--- config.mk ---
export PLATFORM = sky130hd
export DESIGN_NAME = logger_record_arb
export DESIGN_NICKNAME = d
export VERILOG_FILES = /design/src/rtl/logger_record_arb.sv
export SDC_FILE = /design/constraint.sdc
export NUM_CORES = 1
export LEC_CHECK = 0
export BUFFER_PORTS_ARGS = -buffer_cell sky130_fd_sc_hd__buf_2
export CORE_MARGIN = 2
export CORE_UTILIZATION = 48
export CTS_CLUSTER_SIZE = 12
export DETAILED_ROUTE_END_ITERATION = 7
export PLACE_DENSITY = 0.8
export RECOVER_POWER = 50
export SLEW_MARGIN = 20
export SYNTH_ARGS = -nofsm -noshare
export SYNTH_HDL_FRONTEND = slang
export SYNTH_SLANG_ARGS = --single-unit
export TNS_END_PERCENT = 50
--- constraint.sdc ---
create_clock -name clk -period 2.45 [get_ports clk]
set_input_delay 0.245 -clock clk [delete_from_list [all_inputs] [get_ports clk]]
set_output_delay 0.245 -clock clk [all_outputs]
set_load 0.005 [all_outputs]
--- src/rtl/logger_record_arb.sv ---
// logger_record_arb
//   Round-robin arbiter and record sequencer in front of the logger byte FIFO.
//   One source is granted at a time and the grant is held until that source's
//   last byte is accepted, so records never interleave in the FIFO. A new
//   record may start only while the FIFO reports prog_full low; the FIFO
//   headroom above the prog_full threshold absorbs any legal-length record.
//
// Ports
//   clk, rst_n      clock, synchronous active-low reset
//   src_valid       per-source byte valid
//   src_data        per-source byte, source i on bits [8i+7:8i]
//   src_last        per-source last-byte-of-record flag (qualified by valid)
//   src_ready       per-source byte accept (combinational from grant and full)
//   fifo_wr_en      FIFO write strobe
//   fifo_din        FIFO write data (zero when not writing)
//   fifo_full       FIFO full
//   fifo_prog_full  FIFO programmable full, gates record starts only
//   busy            a record is in transfer
//   grant_idx       currently or most recently granted source
//   rec_count       completed records, wraps modulo 2^CNT_W
//   err_overlen     sticky: a record exceeded MAX_REC_LEN bytes
module logger_record_arb #(
  parameter int NUM_SRC     = 4,
  parameter int MAX_REC_LEN = 56,
  parameter int CNT_W       = 16
) (
  input  logic                       clk,
  input  logic                       rst_n,
  input  logic [NUM_SRC-1:0]         src_valid,
  input  logic [NUM_SRC*8-1:0]       src_data,
  input  logic [NUM_SRC-1:0]         src_last,
  output logic [NUM_SRC-1:0]         src_ready,
  output logic                       fifo_wr_en,
  output logic [7:0]                 fifo_din,
  input  logic                       fifo_full,
  input  logic                       fifo_prog_full,
  output logic                       busy,
  output logic [$clog2(NUM_SRC)-1:0] grant_idx,
  output logic [CNT_W-1:0]           rec_count,
  output logic                       err_overlen
);

  localparam int GIDX_W = $clog2(NUM_SRC);
  localparam int LEN_W  = $clog2(MAX_REC_LEN + 1);

  typedef enum logic {IDLE, XFER} state_t;

  state_t            state, state_nxt;
  logic [GIDX_W-1:0] grant_nxt;
  logic [LEN_W-1:0]  byte_cnt, byte_cnt_nxt;
  logic [CNT_W-1:0]  rec_count_nxt;
  logic              err_nxt;

  logic              pick_found;
  logic [GIDX_W-1:0] pick_idx;
  logic              accept;

  // The granted source's signals, selected once for the datapath.
  logic              g_valid;
  logic              g_last;
  logic [7:0]        g_data;

  assign g_valid = src_valid[grant_idx];
  assign g_last  = src_last[grant_idx];
  assign g_data  = src_data[8*int'(grant_idx) +: 8];

  assign busy = (state == XFER);

  // Round-robin pick: first valid source scanning upward from the one after
  // the last grant, wrapping modulo NUM_SRC (works for non-power-of-2 too).
  always_comb begin
    // NOTE: every output of a combinational block gets a default before any
    // branch, otherwise a path that skips the assignment infers a latch.
    pick_found = 1'b0;
    pick_idx   = grant_idx;
    for (int k = 1; k <= NUM_SRC; k++) begin
      if (!pick_found && src_valid[(int'(grant_idx) + k) % NUM_SRC]) begin
        pick_found = 1'b1;
        pick_idx   = GIDX_W'((int'(grant_idx) + k) % NUM_SRC);
      end
    end
  end

  always_comb begin
    state_nxt     = state;
    grant_nxt     = grant_idx;
    byte_cnt_nxt  = byte_cnt;
    rec_count_nxt = rec_count;
    err_nxt       = err_overlen;
    src_ready     = '0;
    fifo_wr_en    = 1'b0;
    fifo_din      = 8'h00;
    accept        = 1'b0;

    case (state)
      IDLE: begin
        // Arbitration takes this whole cycle; no byte moves here.
        if (pick_found && !fifo_prog_full) begin
          grant_nxt    = pick_idx;
          byte_cnt_nxt = '0;
          state_nxt    = XFER;
        end
      end

      XFER: begin
        // prog_full is deliberately ignored here: the record was admitted
        // with enough headroom, only hard full stalls it.
        src_ready[grant_idx] = !fifo_full;
        accept               = g_valid && !fifo_full;
        fifo_wr_en           = accept;
        if (accept) begin
          fifo_din = g_data;
          if (byte_cnt != LEN_W'(MAX_REC_LEN))
            byte_cnt_nxt = byte_cnt + 1'b1;
          if (g_last) begin
            rec_count_nxt = rec_count + 1'b1;
            state_nxt     = IDLE;
          end else if (byte_cnt == LEN_W'(MAX_REC_LEN - 1)) begin
            // Byte MAX_REC_LEN is not the last one: flag it, keep streaming.
            err_nxt = 1'b1;
          end
        end
      end

      default: state_nxt = IDLE;
    endcase
  end

  // NOTE: reset is sampled on the clock edge only; rst_n is deliberately
  // absent from the sensitivity list.
  always_ff @(posedge clk) begin
    if (!rst_n) begin
      state       <= IDLE;
      grant_idx   <= GIDX_W'(NUM_SRC - 1);
      byte_cnt    <= '0;
      rec_count   <= '0;
      err_overlen <= 1'b0;
    end else begin
      // NOTE: non-blocking assignments so every register updates from the
      // values present before the edge.
      state       <= state_nxt;
      grant_idx   <= grant_nxt;
      byte_cnt    <= byte_cnt_nxt;
      rec_count   <= rec_count_nxt;
      err_overlen <= err_nxt;
    end
  end

endmodule

=== After elaboration in Yosys (flattened, before gate mapping) ===
Index checks and enable logic that the tools add are counted.

* RAM bits: 0
* Latch bits: 0
* Memories: 0
* Word-level logic and storage cells: 88
* ROM bits: 0
* Output and inout bits: 33
* Bits of input ports: 44
* Flip-flop bits (word level): 26

* Magnitude comparators: 6
* Div/mod/pow operators: 0
* $add $sub $neg: 6
* Shifts and indexed selects: 1
* Muxes and demuxes: 38
* Equality and inequality tests: 5
* Bitwise logic cells: 7
* Reductions and logical operators: 20
* Multiply operators: 0

{| class="wikitable"
|+ Operator list
! cell !! count
|-
| indexed part select 32 x 6 -> 8 bit || 1
|-
| two-way mux 1 bit || 19
|-
| two-way mux 6 bit || 3
|-
| adder 16 x 1 -> 16 bit, second input constant || 1
|-
| < comparator 3 x 4 -> 1 bit, second input constant || 4
|-
| two-way mux 8 bit || 2
|-
| binary-select mux 1 bit (select 2 bit) || 6
|-
| case mux 6 bit (2 select lines) || 1
|-
| AND reduction 3 bit || 3
|-
| two-way mux 2 bit || 4
|-
| OR reduction 2 bit || 4
|-
| adder 6 x 1 -> 6 bit, second input constant || 1
|-
| equality test 6 bit, second input constant || 1
|-
| logical AND 1 bit || 6
|-
| != test 6 bit, second input constant || 1
|-
| zero test 1 bit || 5
|-
| adder 2 x 1 -> 2 bit, second input constant || 2
|-
| adder 2 bit, second input constant || 2
|-
| AND 1 bit, first input constant || 4
|-
| AND 4 bit || 1
|-
| two-way mux 4 bit || 1
|-
| != test 2 x 1 -> 1 bit, second input constant || 2
|-
| AND reduction 4 bit || 1
|-
| nonzero test 4 bit || 1
|-
| 6 further kinds || 7
|}

=== Longest topological paths before layout ===
Gate-level depths: netlist of the first run.

* Word-level depth: 19
* Gate-level depth with buffers: 7
* Mapped depth without buffers: 6

=== Worst setup path before layout of the first run ===
Ideal clock, no wire load.

* Path kind: reg2reg
* Start: register grant_idx[0]
* End: register grant_idx[0]
* Slack: 0.296 ns
* Data required time: 2.329 ns
* Cell stages (with the launch flop): 8
* Period minus slack after synthesis: 2.154 ns
* Path buffers: 1
* Setup time: 0.121 ns
* Arrival: 2.033 ns
* Cells stage by stage: dfxtp_1 > buf_6 > inv_1 > ha_1 > mux4_2 > inv_1 > a221oi_1 > mux2_2

* Cells in the longest elaborated chain, start to end: 16
* Elaborated cells on any way between the ends: 33
* Classes of those cells: add/sub: 4; mux: 20; reduce/logical: 9

{| class="wikitable"
|+ Ends and longest elaborated chain
! item !! line !! RTL
|-
| from (decl) || 38 || <nowiki>output logic [$clog2(NUM_SRC)-1:0] grant_idx,</nowiki>
|-
| from (signal assigned) || 134 || <nowiki>grant_idx <= GIDX_W'(NUM_SRC - 1);</nowiki>
|-
| from (signal assigned) || 142 || <nowiki>grant_idx <= grant_nxt;</nowiki>
|-
| adder 2 x 1 -> 2 bit || 77, 79 ||
|-
| binary-select mux 1 bit (select 2 bit) || 77 || <nowiki>if (!pick_found && src_valid[(int'(grant_idx) + k) % NUM_SRC]) begin</nowiki>
|-
| two-way mux 1 bit (implied by the code) (2 in series) || 77 ||
|-
| two-way mux 1 bit || 77 ||
|-
| zero test 1 bit || 77 ||
|-
| logical AND 1 bit || 77 ||
|-
| two-way mux 1 bit || 77 ||
|-
| zero test 1 bit || 77 ||
|-
| logical AND 1 bit || 77 ||
|-
| two-way mux 1 bit || 77 ||
|-
| zero test 1 bit || 77 ||
|-
| logical AND 1 bit || 77 ||
|-
| two-way mux 1 bit || 77 ||
|-
| logical AND 1 bit || 98 || <nowiki>if (pick_found && !fifo_prog_full) begin</nowiki>
|-
| AND reduction 3 bit (no source line) || n/a ||
|}

Parallel ways exist; a longest one is shown, timed or not. The select of a mux whose other input is x is not followed.
A chain may end at the register's enable or synchronous reset.

=== Final worst setup path of the first run ===
Ends and elaborated chain as after synthesis.

==> flow_metrics.env, run 1 <==
export IMPL_run_status="completed"
export IMPL_clkTransAtPathRegs_ns=0.09
export IMPL_yosysTopAreaCell="dfxtp_1"
export IMPL_path_max_fanout=5
export IMPL_vdd_ir_drop_max_uv=385
export IMPL_cts_path_max_buffers=2
export IMPL_cts_sink_count=26
export IMPL_crit_chain="inv_1, ha_1, mux4_2, inv_1, a221oi_1, mux2_2"
export IMPL_ys_warn_count=0
export IMPL_worst_path_buf_inv=2
export IMPL_period_needed_ns=2.06
export IMPL_initial_core_util=0.504
export IMPL_finalHoldViolCount=0
export IMPL_syn_num_nets=257
export IMPL_worstPathRequired_ns=2.62
export IMPL_gp_congestion=0.951
export IMPL_tns_ns=0
export IMPL_rsz0062_at_grt="false"
export IMPL_viasPerCell=5.63
export IMPL_synth_top_cell_area_share=0.280
export IMPL_leakagePower_nw=1.02
export IMPL_cap_violations=0
export IMPL_antenna_left=0
export IMPL_overflow=0
export IMPL_htreeDepth=1
export IMPL_cp_arrival_ns=2.23
export IMPL_synth_edf_count=0
export IMPL_num_vias=1829
export IMPL_numCtsBuffers=3
export IMPL_final_cell_mix="67 x buf_2, 26 x dfxtp_1, 20 x a21oi_1"
export IMPL_synth_area_leaders="dfxtp_1 28%, mux4_2 16%, a21oi_1 5.4%"
export IMPL_area_growth_syn_to_layout_pct=25.0
export IMPL_path_class="flip-flop to flip-flop"
export IMPL_first_global_vias=1663
export IMPL_drc=0
export IMPL_grt_usage=0.209
export IMPL_seq_area_frac_synth=0.280
export IMPL_cts_hold_buf=0
export IMPL_cp_start_kind="flip-flop"
export IMPL_post_cts_buffers=0
export IMPL_dpl_cell_count=321
export IMPL_row_count=22
export IMPL_avgRoutedWirePerCell_um=14.0
export IMPL_initialDrtViolationCount=81
export IMPL_slew_violations=0
export IMPL_synth_cell_type_count=46
export IMPL_setup_viol=0
export IMPL_slew_headroom=0.742
export IMPL_crit_top_cell="inv_1"
export IMPL_crit_family="multiplexers"
export IMPL_die_h_um=66.3
export IMPL_async_flop_share=0
export IMPL_syn_area_per_cell_um2=9.03
export IMPL_stdcell_area_um2=2330
export IMPL_design_die_area_um2=4390
export IMPL_nNetsFinal=329
export IMPL_critPathCaptureType="flip-flop"
export IMPL_pin_count=77
export IMPL_die_x_um=66.3
export IMPL_syn_inst=206
export IMPL_min_path_type="input port to flip-flop"
export IMPL_core_area_um2=3690
export IMPL_antenna_cells=0
export IMPL_clock_fmax_mhz=485
export IMPL_fill_cells=329
export IMPL_ys_flop_type="dfxtp_1"
export IMPL_hold_slack_ns=0.274
export IMPL_grt_pass1_wl_um=7300
export IMPL_grt_max_degree=22
export IMPL_regToRegSetupSlack_ns=0.39
export IMPL_max_stage_delay_ns=0.40
export IMPL_syn_area_um2=1860
export IMPL_dp_hpwl_um=3530
export IMPL_finalNonFillerCells=325
export IMPL_fin_crit_sh=0.842
export IMPL_fin_worst_skew_ns=0.00337
export IMPL_drtPass1Iterations=4
export IMPL_cts_tree="yes"
export IMPL_cts_resized_gates=0
export IMPL_root_buffer="clkbuf_8"
export IMPL_pwr_density_cell_nw_per_um2=491
export IMPL_total_power_mw=1.14
export IMPL_drt_wl_total_um=4540
export IMPL_layout_commonest_cell="buf_2"
export IMPL_placed_area_um2=2270
export IMPL_clock_latency_ns=0.27
export IMPL_slowest_stage="dfxtp_1"
export IMPL_worstMarginPinSlew_ns=0.386
export IMPL_port_buffers=76
export IMPL_drive_gt1_frac=0.347
export IMPL_antenna_found_initial=0
export IMPL_ys_seq_elements=26
power by group:
part / switching, mW / internal [mW] / leakage, nW / total (mW)
clock: 0.133 / 0.218 / 0.0357 / 0.352
combinational: 0.170 / 0.178 / 0.771 / 0.348
sequential: 0.00966 / 0.432 / 0.210 / 0.442
sequential cells by signal, indices dropped and copies added (netlist names):
register / count
busy: 1
err_overlen: 1
grant_idx: 2
rec_count: 16
byte_cnt: 6
cell families after synthesis:
kind of cell,Yosys count,share of synthesized area
xor gates and xnor gates,3,0.0141
AOI/OAI and AO/OA,50,0.167
muxes,16,0.175
adders and majority gates,7,0.0471
and+or+nand+nor,77,0.252
DFF,26,0.280
buffers and inverters,27,0.0652
area by class of cell:
class                           count  area, um^2  area share
Inverter                           13        48.8      0.0210
Tap cell                           48        60.1      0.0258
Clock buffer                        3        41.3      0.0178
Sequential cell                    26         520       0.224
Clock inverter                      1        30.0      0.0129
Multi-Input combinational cell    153        1220       0.524
Timing Repair Buffer               81         407       0.175
layer usage:
metal / global-route usage / routed length (um) / vias to the layer above
met4: 0.0536 / 40 / 0
met2: 0.363 / 2290 / 31
met1: 0.264 / 2070 / 866
li1: - / - / 928
met5: 0 / 0 / -
met3: 0.0409 / 138 / 4
synth_stat cells (3+ instances only):
master,number
nor4_1,3
and3_1,8
xor2_1,3
o21ai_0,11
clkbuf_1,7
and4_1,3
nand2_1,10
nor2_1,6
inv_1,12
nand3_1,9
a21oi_1,20
nand4_1,5
or3_1,11
buf_2,4
ha_1,7
or4_1,5
and2_1,5
o31ai_1,6
dfxtp_1,26
mux4_2,13
path summary, 6_finish.rpt:
| path | startpoint | to | depth (start not counted) |
|---|---|---|---|
| worst min register to register | err_overlen$_SDFFE_PN0P_ | err_overlen$_SDFFE_PN0P_ | 1 |
| worst min-delay path | rst_n | rec_count[12]$_SDFFE_PN0P_ | 2 |
| worst max register to register | grant_idx[0]$_SDFFE_PN1P_ | grant_idx[0]$_SDFFE_PN1P_ | 6 |
| worst max-delay path | grant_idx[0]$_SDFFE_PN1P_ | grant_idx[0]$_SDFFE_PN1P_ | 6 |
through the flow:
| stage | worst slack [ns] | util |
|---|---|---|
| floorplan | 0.296 | - |
| detailed placement | 0.405 | 0.614 |
| global placement | 0.443 | 0.614 |
| CTS | 0.377 | 0.634 |
| finish | 0.386 | 0.631 |
| global route | 0.214 | 0.631 |
worst register-to-register path, delay by kind of cell, from the launching register on:
family / cells / cell delay (ns)
buffers and inverters: 2 / 0.18
muxes: 2 / 0.72
adders and majority gates: 1 / 0.38
AOI/OAI and AO/OA: 1 / 0.29
DFF: 1 / 0.40
(Power assumes the default switching activity.)
==> run 2, diff against run 1 <==
Clock period 2.45 ns to 2.1 ns, I/O delays scaled along.
==> run 2 against run 1 <==
Against the previous run: clock skew about the same; wire length increased by 4.3%; combinational power increased by 31%.
==> flow_metrics.env, run 2 (synthesis results as in run 1) <==
export IMPL_run_status="completed"
export IMPL_root_buffer="clkbuf_8"
export IMPL_pin_count=77
export IMPL_fin_util=0.646
export IMPL_numCtsBuffers=3
export IMPL_core_area_um2=3690
export IMPL_total_power_mw=1.38
export IMPL_finalNonFillerCells=331
export IMPL_fin_crit_sh=0.956
export IMPL_min_path_type="input port to flip-flop"
export IMPL_cts_tree="yes"
export IMPL_avgRoutedWirePerCell_um=14.3
export IMPL_placed_area_um2=2300
export IMPL_slew_headroom=0.741
export IMPL_viasPerCell=5.82
export IMPL_clkTransAtPathRegs_ns=0.09
export IMPL_worstMarginPinSlew_ns=0.386
export IMPL_grt_usage=0.221
export IMPL_initial_core_util=0.504
export IMPL_path_class="flip-flop to output pin"
export IMPL_top_regs="rec_count (16), byte_cnt (6), grant_idx (2)"
export IMPL_cell_internal_pwr_uw=1000
export IMPL_cp_arrival_ns=1.80
export IMPL_crit_chain="buf_6, mux4_2, buf_4, nand2_1, inv_1, buf_2"
export IMPL_cp_start_kind="flip-flop"
export IMPL_tns_ns=0
export IMPL_row_count=22
export IMPL_grt_pass1_wl_um=7710
export IMPL_stdcell_area_um2=2380
export IMPL_period_needed_ns=2.01
export IMPL_cts_sink_count=26
export IMPL_num_vias=1928
export IMPL_met3_usage=0.0460
export IMPL_use_met2=0.391
export IMPL_design_die_area_um2=4390
export IMPL_whs_endpoint="err_overlen$_SDFFE_PN0P_"
export IMPL_largest_reg_flops=16
export IMPL_hp_start="rst_n"
export IMPL_path_max_fanout=14
export IMPL_r2r_end="rec_count[15]$_SDFFE_PN0P_"
export IMPL_power_frac_clock=0.299
export IMPL_clock_fmax_mhz=498
export IMPL_area_growth_syn_to_layout_pct=28.0
export IMPL_clock_latency_ns=0.27
export IMPL_initialDrtViolationCount=88
export IMPL_worstPathRequired_ns=1.89
export IMPL_final_cell_mix="68 x buf_2, 25 x dfxtp_1, 20 x a21oi_1"
export IMPL_overflow=0
export IMPL_finalHoldViolCount=0
export IMPL_die_x_um=66.3
export IMPL_slowest_stage="mux4_2"
export IMPL_hold_slack_ns=0.240
export IMPL_first_global_vias=1759
export IMPL_layout_commonest_cell="buf_2"
export IMPL_htreeDepth=1
export IMPL_switching_share=0.276
export IMPL_netSwitchingPower_uw=381
export IMPL_setup_viol=0
export IMPL_use_met1=0.273
export IMPL_slew_violations=0
export IMPL_gr_max_usage_layer="met2"
export IMPL_seq_power_share=0.371
export IMPL_die_h_um=66.3
export IMPL_leakagePower_nw=1.05
export IMPL_drtPass1Iterations=4
export IMPL_rsz0062_at_grt="false"
export IMPL_worstReg2RegStart="grant_idx[1]$_SDFFE_PN1P_"
export IMPL_cts_hold_buf=0
export IMPL_cap_violations=0
export IMPL_drc=0
export IMPL_hold_path_depth=2
export IMPL_dp_hpwl_um=3640
export IMPL_fin_worst_skew_ns=0.00377
export IMPL_vdd_ir_drop_max_uv=599
export IMPL_pwr_density_cell_nw_per_um2=580
export IMPL_antenna_found_initial=0
export IMPL_dp_slack_ns=0.170
export IMPL_grt_max_degree=22
export IMPL_gp_congestion=0.826
export IMPL_max_stage_delay_ns=0.52
export IMPL_antenna_cells=0
export IMPL_drt_wl_total_um=4730
export IMPL_nNetsFinal=335
export IMPL_reg2regPathDepth=6
export IMPL_regMostFlops="rec_count"
export IMPL_port_buffers=76
export IMPL_regToRegSetupSlack_ns=0.15
export IMPL_comb_power_share=0.329
export IMPL_critPathCaptureType="output pin"
export IMPL_finalWorstSetupSlack_ns=0.0929
export IMPL_dpl_cell_count=326
export IMPL_drive_gt1_frac=0.364
export IMPL_antenna_left=0
export IMPL_cts_path_max_buffers=2
-- run 2: changes by cell type in the layout (fill, tap and decap cells not counted) --
cell / change
buf_4: +3
and2_0: +1
and2_1: -1
buf_2: +1
buf_6: +1
buf_8: +1
dfxtp_1: -1
dfxtp_2: +1
-- run 2: worst max-delay path: cells and delay by family, from the launching register on --
family	cells	cell delay, ns
buffers and inverters	4	0.53
flip-flops	1	0.35
multiplexers	1	0.52
AND/OR/NAND/NOR	1	0.13
-- run 2: layer usage --
| metal | wire, um | vias to the layer above |
|---|---|---|
| met5 | 0 | - |
| met4 | 45 | 0 |
| met3 | 184 | 6 |
| met2 | 2420 | 40 |
| met1 | 2090 | 939 |
| li1 | - | 943 |
-- run 2: area by class of cell --
| class | count | area [um^2] |
|---|---|---|
| Sequential cell | 26 | 522 |
| Clock inverter | 1 | 30.0 |
| Inverter | 13 | 48.8 |
| Multi-Input combinational cell | 153 | 1220 |
| Tap cell | 48 | 60.1 |
| Timing Repair Buffer | 87 | 460 |
| Clock buffer | 3 | 41.3 |
| Fill cell | 354 | 1310 |
-- run 2: power groups by stage --
stage / clock [mW] / combinational (mW) / sequential (mW)
detailed placement: 0 / 0.440 / 0.524
floorplan: 0 / 0.294 / 0.530
global route: 0.435 / 0.494 / 0.515
finish: 0.413 / 0.455 / 0.513
CTS: 0.416 / 0.451 / 0.512
global placement: 0 / 0.429 / 0.523
-- run 2: worst max-delay path by stage --
stage	start	endpoint	slack [ns]	cells after the start
after global routing	grant_idx[0]$_SDFFE_PN1P_	fifo_wr_en	0.003	6
after CTS	grant_idx[0]$_SDFFE_PN1P_	fifo_din[1]	0.02	5
after global placement	grant_idx[0]$_SDFFE_PN1P_	rec_count[15]$_SDFFE_PN0P_	0.22	5
after floorplan	grant_idx[1]$_SDFFE_PN1P_	grant_idx[0]$_SDFFE_PN1P_	0.007	7
after detailed placement	grant_idx[0]$_SDFFE_PN1P_	rec_count[15]$_SDFFE_PN0P_	0.17	5
final	grant_idx[0]$_SDFFE_PN1P_	fifo_wr_en	0.09	6
-- run 2: timing repair --
item	4_1_cts	5_1_grt
hold endpoints to repair	0	0
setup buffers	1	0
setup endpoints to repair	9	10
cloned	0	0
gates resized for setup	1	2
==> run 3, diff against run 2 <==
Settings changed: CORE_UTILIZATION 48 to 50, CTS_BUF_LIST set to sky130_fd_sc_hd__clkbuf_8, PLACE_DENSITY 0.8 to 0.83.
==> run 3 against run 2 <==
Against the previous run: hold slack got worse by 0.0094 ns; maximum frequency fell by 2.0%; global-route usage rose by 0.68 points; via count fell by 0.26%; total power rose by 1.5%; sequential share of layout area fell by 0.19 points.
==> flow_metrics.env, run 3 (synthesis results as in run 1) <==
export IMPL_slew_violations=0
export IMPL_fin_crit_sh=0.975
export IMPL_cts_tree="yes"
export IMPL_worstPathRequired_ns=1.89
export IMPL_drt_met1_wl_um=2030
export IMPL_clock_fmax_mhz=488
export IMPL_initialDrtViolationCount=119
export IMPL_top_regs="rec_count (16), byte_cnt (6), grant_idx (2)"
export IMPL_setup_viol=0
export IMPL_area_growth_syn_to_layout_pct=29.7
export IMPL_drtPass1Iterations=4
export IMPL_pwr_density_cell_nw_per_um2=580
export IMPL_gp_congestion=0.881
export IMPL_leakagePower_nw=1.06
export IMPL_drc=0
export IMPL_dpl_cell_count=325
export IMPL_cts_sink_count=26
export IMPL_first_global_vias=1734
export IMPL_routed_top_layer="met4"
export IMPL_antenna_found_initial=0
export IMPL_stdcell_area_um2=2410
export IMPL_antenna_cells=0
export IMPL_cp_start_kind="flip-flop"
export IMPL_viasPerCell=5.81
export IMPL_fin_worst_skew_ns=0.00948
export IMPL_grt_usage=0.228
export IMPL_vdd_ir_drop_max_uv=408
export IMPL_row_count=22
export IMPL_regToRegSetupSlack_ns=0.13
export IMPL_antenna_left=0
export IMPL_port_buffers=76
export IMPL_initial_core_util=0.516
export IMPL_seq_area_um2=524
export IMPL_num_vias=1923
export IMPL_worstMarginPinSlew_ns=0.526
export IMPL_largest_reg_flops=16
export IMPL_drt_wl_total_um=4760
export IMPL_cap_violations=0
export IMPL_regMostFlops="rec_count"
export IMPL_dp_hpwl_um=3560
export IMPL_design_die_area_um2=4230
export IMPL_clkTransAtPathRegs_ns=0.09
export IMPL_finalHoldViolCount=0
export IMPL_die_x_um=65
export IMPL_core_area_um2=3610
export IMPL_clock_latency_ns=0.28
export IMPL_layout_commonest_cell="buf_2"
export IMPL_grt_max_degree=23
export IMPL_slew_headroom=0.649
export IMPL_final_cell_mix="68 x buf_2, 25 x dfxtp_1, 20 x a21oi_1"
export IMPL_routed_wl_met2_um=2490
export IMPL_fill_cells=324
export IMPL_htreeDepth=1
export IMPL_critPathCaptureType="output pin"
export IMPL_numCtsBuffers=3
export IMPL_placed_area_um2=2310
export IMPL_finalNonFillerCells=331
export IMPL_cp_arrival_ns=1.84
export IMPL_drive_gt1_frac=0.367
export IMPL_cts_path_max_buffers=2
export IMPL_path_max_fanout=14
export IMPL_root_buffer="clkbuf_8"
export IMPL_period_needed_ns=2.05
export IMPL_run_status="completed"
export IMPL_nNetsFinal=335
export IMPL_overflow=0
export IMPL_avgRoutedWirePerCell_um=14.4
export IMPL_grt_pass1_wl_um=7710
export IMPL_pin_count=77
export IMPL_cts_hold_buf=0
export IMPL_multiInputGateArea_um2=1230
export IMPL_die_h_um=65
export IMPL_met3_length_um=177
export IMPL_min_path_type="input port to flip-flop"
export IMPL_path_class="flip-flop to output pin"
## run 3: cell count changes in the layout (fill, tap and decap cells not counted), sizes merged
cell    delta
buf        -1
clkbuf     +1
## run 3: area by class of cell
class                      instances  area share
sequential                        26       0.217
clock buffer                       3      0.0171
timing repair buffer              87       0.199
clock inverter                     1      0.0124
multi-input combinational        153       0.510
inverter                          13      0.0202
tap                               48      0.0249
## run 3: per-stage QoR
stage | hold WS [ns] | utilization | power (mW) | setup TNS, ns | setup WS (ns)
after floorplan | 0.328 | - | 0.823 | 0 | 0.00676
after global placement | 0.443 | 0.641 | 0.956 | 0 | 0.235
after detailed placement | 0.472 | 0.641 | 0.966 | 0 | 0.164
after CTS | 0.230 | 0.662 | 1.38 | 0 | 0.0413
after global routing | 0.227 | 0.669 | 1.47 | -0.00106 | -0.00106
final | 0.231 | 0.669 | 1.40 | 0 | 0.0528
## run 3: per-layer routing
layer,vias up,GRT usage
met5,-,0
met4,0,0.0479
met3,11,0.0503
met2,38,0.396
met1,933,0.289
li1,941,-
## run 3: critical path: stages, from the launching register on
cell,delay [ns]
dfxtp_4,0.39
buf_12,0.15
mux4_2,0.52
buf_4,0.20
and3_1,0.18
buf_2,0.12
## run 3: path summary, 6_finish.rpt
path	from	endpoint	cells after the start
hold / removal	rst_n	rec_count[12]$_SDFFE_PN0P_	2
setup reg to reg	grant_idx[0]$_SDFFE_PN1P_	rec_count[15]$_SDFFE_PN0P_	6
setup / recovery	grant_idx[0]$_SDFFE_PN1P_	fifo_din[6]	5
hold reg to reg	err_overlen$_SDFFE_PN0P_	err_overlen$_SDFFE_PN0P_	1
## run 3: report_power, final
group | internal [mW] | total, mW | switching (mW)
clock | 0.255 | 0.414 | 0.159
combinational | 0.252 | 0.470 | 0.217
sequential | 0.505 | 0.517 | 0.0120
total | 1.01 | 1.40 | 0.388
## run 3: what timing repair did
action / CTS / global route
endpoints found under the setup margin: 9 / 10
resized for setup: 0 / 3
setup buffers: 1 / 0
gates cloned: 0 / 1
